`config.mk`:
```
export PLATFORM = sky130hd
export DESIGN_NAME = decoder_pulse
export DESIGN_NICKNAME = d
export VERILOG_FILES = /design/src/rtl/decoder_pkg.sv /design/src/rtl/decoder_hold_timer.sv /design/src/rtl/decoder_pulse.sv
export SDC_FILE = /design/constraint.sdc
export NUM_CORES = 1
export LEC_CHECK = 0
export CAP_MARGIN = 10
export CORE_UTILIZATION = 50
export CTS_BUF_LIST = sky130_fd_sc_hd__clkbuf_16
export DETAILED_ROUTE_END_ITERATION = 10
export GPL_ROUTABILITY_DRIVEN = 1
export PLACE_DENSITY = 0.77
export SLEW_MARGIN = 20
export SYNTH_ARGS = -nofsm -noshare
export SYNTH_HDL_FRONTEND = slang
export SYNTH_SLANG_ARGS = --single-unit
```
`constraint.sdc`:
```
create_clock -name clk -period 2.6 [get_ports clk]
set_input_delay 0.39 -clock clk [delete_from_list [all_inputs] [get_ports clk]]
set_output_delay 0.39 -clock clk [all_outputs]
set_load 0.01 [all_outputs]
```
`src/rtl/decoder_pkg.sv`:
```
//------------------------------------------------------------------------------
// decoder_pkg : shared widths, FSM encoding and one-hot helper for decoder_pulse
// Rev 1.0
//------------------------------------------------------------------------------
`default_nettype none

package decoder_pkg;

  localparam int c_code_w  = 3;
  localparam int c_out_w   = 8;
  localparam int c_timer_w = 8;

  typedef enum logic [1:0] {
    ST_IDLE = 2'd0,
    ST_HOLD = 2'd1,
    ST_GAP  = 2'd2
  } state_e;

  function automatic logic [c_out_w-1:0] onehot_of(input logic [c_code_w-1:0] code);
    return c_out_w'(1) << code;
  endfunction

endpackage

`default_nettype wire

```
`src/rtl/decoder_hold_timer.sv`:
```
//------------------------------------------------------------------------------
// decoder_hold_timer : loadable down-counter with zero flag, async reset
// Rev 1.0
//------------------------------------------------------------------------------
`default_nettype none

module decoder_hold_timer
  import decoder_pkg::*;
(
  input  logic                 clk,
  input  logic                 rst,
  input  logic                 load_i,
  input  logic [c_timer_w-1:0] load_val_i,
  input  logic                 dec_i,
  input  logic                 clr_i,
  output logic                 zero_o
);

  logic [c_timer_w-1:0] count_q;
  logic [c_timer_w-1:0] count_d;

  always_comb begin
    count_d = count_q;
    if (clr_i) begin
      count_d = '0;
    end else if (load_i) begin
      count_d = load_val_i;
    end else if (dec_i && (count_q != '0)) begin
      count_d = count_q - 1'b1;
    end
  end

  always_ff @(posedge clk or posedge rst) begin
    if (rst) begin
      count_q <= '0;
    end else begin
      count_q <= count_d;
    end
  end

  assign zero_o = (count_q == '0);

endmodule

`default_nettype wire

```
`src/rtl/decoder_pulse.sv`:
```
//------------------------------------------------------------------------------
// decoder_pulse : 3-to-8 decoder whose one-hot output is held for HOLD_CYCLES
// Rev 1.0
//------------------------------------------------------------------------------
`default_nettype none

module decoder_pulse
  import decoder_pkg::*;
#(
  parameter int HOLD_CYCLES = 4
) (
  input  logic                 clk,
  input  logic                 rst,
  input  logic                 en,
  input  logic                 in_valid,
  input  logic [c_code_w-1:0]  in_code,
  output logic                 in_ready,
  output logic [c_out_w-1:0]   Y,
  output logic                 out_valid,
  output logic [c_timer_w-1:0] accept_cnt
);

  state_e               state_q, state_d;
  logic [c_out_w-1:0]   y_q, y_d;
  logic                 ov_q, ov_d;
  logic [c_timer_w-1:0] cnt_q;

  logic w_transfer;
  logic w_tmr_load;
  logic w_tmr_dec;
  logic w_tmr_clr;
  logic w_tmr_zero;

  // Gated by rst so nothing looks acceptable while reset is being applied.
  assign in_ready   = (state_q == ST_IDLE) && en && !rst;
  assign w_transfer = in_valid && in_ready;

  always_comb begin
    state_d    = state_q;
    y_d        = y_q;
    ov_d       = ov_q;
    w_tmr_load = 1'b0;
    w_tmr_dec  = 1'b0;
    w_tmr_clr  = 1'b0;
    case (state_q)
      ST_IDLE: begin
        if (w_transfer) begin
          state_d    = ST_HOLD;
          y_d        = onehot_of(in_code);
          ov_d       = 1'b1;
          w_tmr_load = 1'b1;
        end
      end
      ST_HOLD: begin
        if (!en) begin
          state_d   = ST_IDLE;
          y_d       = '0;
          ov_d      = 1'b0;
          w_tmr_clr = 1'b1;
        end else if (w_tmr_zero) begin
          state_d = ST_GAP;
          y_d     = '0;
          ov_d    = 1'b0;
        end else begin
          w_tmr_dec = 1'b1;
        end
      end
      ST_GAP: begin
        state_d = ST_IDLE;
        y_d     = '0;
        ov_d    = 1'b0;
      end
      default: begin
        state_d   = ST_IDLE;
        y_d       = '0;
        ov_d      = 1'b0;
        w_tmr_clr = 1'b1;
      end
    endcase
  end

  always_ff @(posedge clk or posedge rst) begin
    if (rst) begin
      state_q <= ST_IDLE;
      y_q     <= '0;
      ov_q    <= 1'b0;
      cnt_q   <= '0;
    end else begin
      state_q <= state_d;
      y_q     <= y_d;
      ov_q    <= ov_d;
      if (w_transfer) begin
        cnt_q <= cnt_q + 1'b1;
      end
    end
  end

  decoder_hold_timer u_hold_timer (
    .clk        (clk),
    .rst        (rst),
    .load_i     (w_tmr_load),
    .load_val_i (c_timer_w'(HOLD_CYCLES - 1)),
    .dec_i      (w_tmr_dec),
    .clr_i      (w_tmr_clr),
    .zero_o     (w_tmr_zero)
  );

  assign Y          = y_q;
  assign out_valid  = ov_q;
  assign accept_cnt = cnt_q;

endmodule

`default_nettype wire

```
==> flow_summary.ini <==
[status]
run_status = completed

[drt]
drt-vias-per-instance = 5.45
num_vias = 1002
detailedRoute.firstPassIterationCount = 4
drt_drc_violations_left = 0
drt_iter0_markers = 17
drt_wl_total_um = 2610
detail_route.wl_per_cell_um = 14.2
drtAntennaViolNets = 0

[synthesis]
mappedNetlistNets = 136
synth_area_per_cell_um2 = 10.7
postSynthCellCount = 126
ys.warnings.count = 0
ys_ff_latch = 27
yosys.cell_types.count = 42
synth_seq_area_share_pct = 50.0
synth.cell_area_um2 = 1350

[clock_tree]
clock-sinks = 27
hold_buffers = 0
cts_inserted_buffers = 3
worst_setup_hold_path_clk_slew_ns = 0.06
clock_path_buffers = 2
clock_h_tree_levels = 1
root_buffer_cell = sky130_fd_sc_hd__clkbuf_16
post_cts_buffers = 0
tritoncts = done
clock_latency_ns = 0.26
post_cts_resize_count = 0

[timing]
clock-skew-final_ns = 0.00281
fmaxAchievable_mhz = 448
slew_viol_final = 0
final_setup_violation_count = 0
unrepaired_setup_endpoints_after_global_routing = no
hold_viol_final = 0
max-slew-margin-rel_pct = 71.1
minimum_clock_period_ns = 2.23
tns_ns = 0
timing.final.crit_share_pct = 85.9
timing_worst_slew_pin_value_ns = 0.433

[cells_and_area]
design.final.nets = 165
fill_cells = 213
layout.cells.most_common = sky130_fd_sc_hd__dfrtp_1
final-instance-count-excl-fill = 184
mostFrequentLayoutCells = 27 x sky130_fd_sc_hd__dfrtp_1, 24 x sky130_fd_sc_hd__clkdlybuf4s50_1, 16 x sky130_fd_sc_hd__nor2_1
signed_area_change_from_the_synthesized_netlist_to_the_final_layout_pct = 26.7
drive_gt1_share_pct = 10.4
diode_count = 0

[floorplan]
core_area_um2 = 2520
effective_utilization_at_floorplan_pct = 53.6
dieArea_um2 = 2910
row_count = 18
dieHeight_um = 54.0
top_level_ports = 25
die-width_um = 54.0

[worst_setup_path]
worstPathBufferInverterCount = 2
regToRegEndpoint = Y[0]
worst-setup-path-type = input pin to output port
critical_path_max_stage_delay_ns = 0.62
ff2ff_path_depth = 6
setup.reg_to_reg.worst_slack_ns = 0.75
critPathRequiredTime_ns = 2.21
worstSetupEndpointType = output port
critical_path.startpoint_type = input pin
crit_slowest_cell = sky130_fd_sc_hd__clkdlybuf4s50_1
critPathMostFrequentCell = sky130_fd_sc_hd__clkdlybuf4s50_1
largest_fanout_of_any_net_on_the_critical_path = 8
ordered_cell_list_for_the_critical_path = clkdlybuf4s50_1 -> nor4b_4 -> clkdlybuf4s50_1
crit_family = buffers and inverters
reg2reg_from = u_hold_timer.count_q[0]
worst_ep_arrival_time_ns = 1.84

[worst_hold_path]
worstHoldEndpoint = accept_cnt[7]
hp-start = accept_cnt[7]
min-delay-path-class = flip-flop to flip-flop
hold_depth = 1

[placed_design]
gp_routability_congestion = 0.821
port_buffers = 24
place.detailed.instances = 180
detailedPlacementHpwl_um = 1950

[grt]
gr-total-overflow = 0
first_global_vias = 934
pin_count_of_the_biggest_net_entering_global_routing = 28
antenna_violations_before_repair = 0
globalRouteTotalUtil_pct = 20.5
grt_first_pass_wirelength_um = 4180

[pwr]
leakage_nw = 0.791
powerDensity_nw_per_um2 = 877
vdd_drop_max_mv = 0.635

[job]
cap_violations = 0
==> per-layer routing <==
metal	up-vias	part of all wire (%)	GRT usage, %	routed length (um)
li1	505	-	-	-
met1	473	50	27.9	1310
met2	20	46	31.9	1190
met3	4	2.7	3.39	71
met4	0	1.4	8.97	36
met5	-	0	0	0
==> how the worst max path moves through the flow <==
stage / startpoint / endpoint / slack (ns) / depth (start not counted)
after floorplan: rst / Y[0] / 0.88 / 4
after global routing: en / in_ready / 0.29 / 3
after CTS: en / in_ready / 0.37 / 3
after detailed placement: en / in_ready / 0.37 / 3
final: en / in_ready / 0.37 / 3
after global placement: en / in_ready / 0.39 / 3
==> kinds of logic after synthesis <==
logic type	share of synthesized area (%)
AOI/OAI and AO/OA	12.9
DFF	50.0
muxes	2.96
xor gates and xnor gates	5.83
adders and majority gates	2.78
buffers and inverters	2.31
and+or+nand+nor	23.2
==> Yosys cell counts <==
cell | instances | area [um^2]
sky130_fd_sc_hd__a2111oi_2 | 1 | 15.0
sky130_fd_sc_hd__a21boi_0 | 1 | 7.51
sky130_fd_sc_hd__a21oi_1 | 1 | 5.00
sky130_fd_sc_hd__a21oi_2 | 1 | 8.76
sky130_fd_sc_hd__a221oi_1 | 1 | 8.76
sky130_fd_sc_hd__a22o_1 | 4 | 35.0
sky130_fd_sc_hd__a22oi_1 | 1 | 7.51
sky130_fd_sc_hd__a31o_1 | 1 | 8.76
sky130_fd_sc_hd__a32o_1 | 2 | 20.0
sky130_fd_sc_hd__a41o_1 | 1 | 10.0
sky130_fd_sc_hd__and2_1 | 1 | 6.26
sky130_fd_sc_hd__and3_1 | 1 | 6.26
sky130_fd_sc_hd__and3b_1 | 1 | 8.76
sky130_fd_sc_hd__buf_2 | 1 | 5.00
sky130_fd_sc_hd__buf_4 | 1 | 7.51
sky130_fd_sc_hd__dfrtp_1 | 27 | 676
sky130_fd_sc_hd__ha_1 | 3 | 37.5
sky130_fd_sc_hd__inv_1 | 5 | 18.8
sky130_fd_sc_hd__mux2i_1 | 4 | 40.0
sky130_fd_sc_hd__nand2_1 | 14 | 52.6
sky130_fd_sc_hd__nand2_2 | 1 | 6.26
sky130_fd_sc_hd__nand2b_1 | 1 | 6.26
sky130_fd_sc_hd__nand3_1 | 4 | 20.0
sky130_fd_sc_hd__nand3b_1 | 2 | 15.0
sky130_fd_sc_hd__nand4_1 | 3 | 18.8
sky130_fd_sc_hd__nand4b_1 | 1 | 8.76
sky130_fd_sc_hd__nor2_1 | 16 | 60.1
sky130_fd_sc_hd__nor3_1 | 4 | 20.0
sky130_fd_sc_hd__nor3_2 | 1 | 10.0
sky130_fd_sc_hd__nor3b_2 | 1 | 12.5
sky130_fd_sc_hd__nor4_2 | 1 | 12.5
sky130_fd_sc_hd__nor4b_4 | 1 | 23.8
sky130_fd_sc_hd__o211ai_2 | 1 | 12.5
sky130_fd_sc_hd__o21a_1 | 1 | 7.51
sky130_fd_sc_hd__o21ai_0 | 1 | 5.00
sky130_fd_sc_hd__o21ai_1 | 1 | 5.00
sky130_fd_sc_hd__o2bb2ai_1 | 2 | 17.5
sky130_fd_sc_hd__or2_1 | 1 | 6.26
sky130_fd_sc_hd__or3b_2 | 1 | 8.76
sky130_fd_sc_hd__or4_4 | 1 | 11.3
sky130_fd_sc_hd__xnor2_1 | 6 | 52.6
sky130_fd_sc_hd__xor2_1 | 3 | 26.3
==> registers in the layout (all words and copies together), names as in the netlist <==
name / cells
Y: 8
accept_cnt: 8
out_valid: 1
state_q: 2
u_hold_timer.count_q: 8
==> area by class of cell <==
type                    instances  area [um^2]  share of cell area (%)
flip-flops and latches         27          676                    39.5
multi-input cells              92          644                    37.6
repair buffers                 26          255                    14.9
clock buffers                   3         75.1                    4.39
well taps                      30         37.5                    2.19
inverters                       5         18.8                    1.10
clock inverters                 1         5.00                   0.292
==> metrics by stage <==
stage          cell area (um^2)  util (%)  hold WS (ns)  setup slack [ns]  power, mW
2_1_floorplan              1350         -         0.451             0.877      0.964
3_3_place_gp               1630      64.7         0.459             0.395       1.15
3_5_place_dp               1630      64.7         0.466             0.370       1.16
4_1_cts                    1710      67.9         0.477             0.366       1.51
5_1_grt                    1710      67.9         0.496             0.291       1.60
6_report                   1710      67.9         0.474             0.366       1.50
==> power breakdown <==
| part | switching [mW] | total (mW) | internal (mW) |
|---|---|---|---|
| clock | 0.138 | 0.346 | 0.207 |
| sequential | 0.121 | 0.638 | 0.517 |
| combinational | 0.244 | 0.517 | 0.273 |
Note: power is estimated with default switching activity, not from simulation.
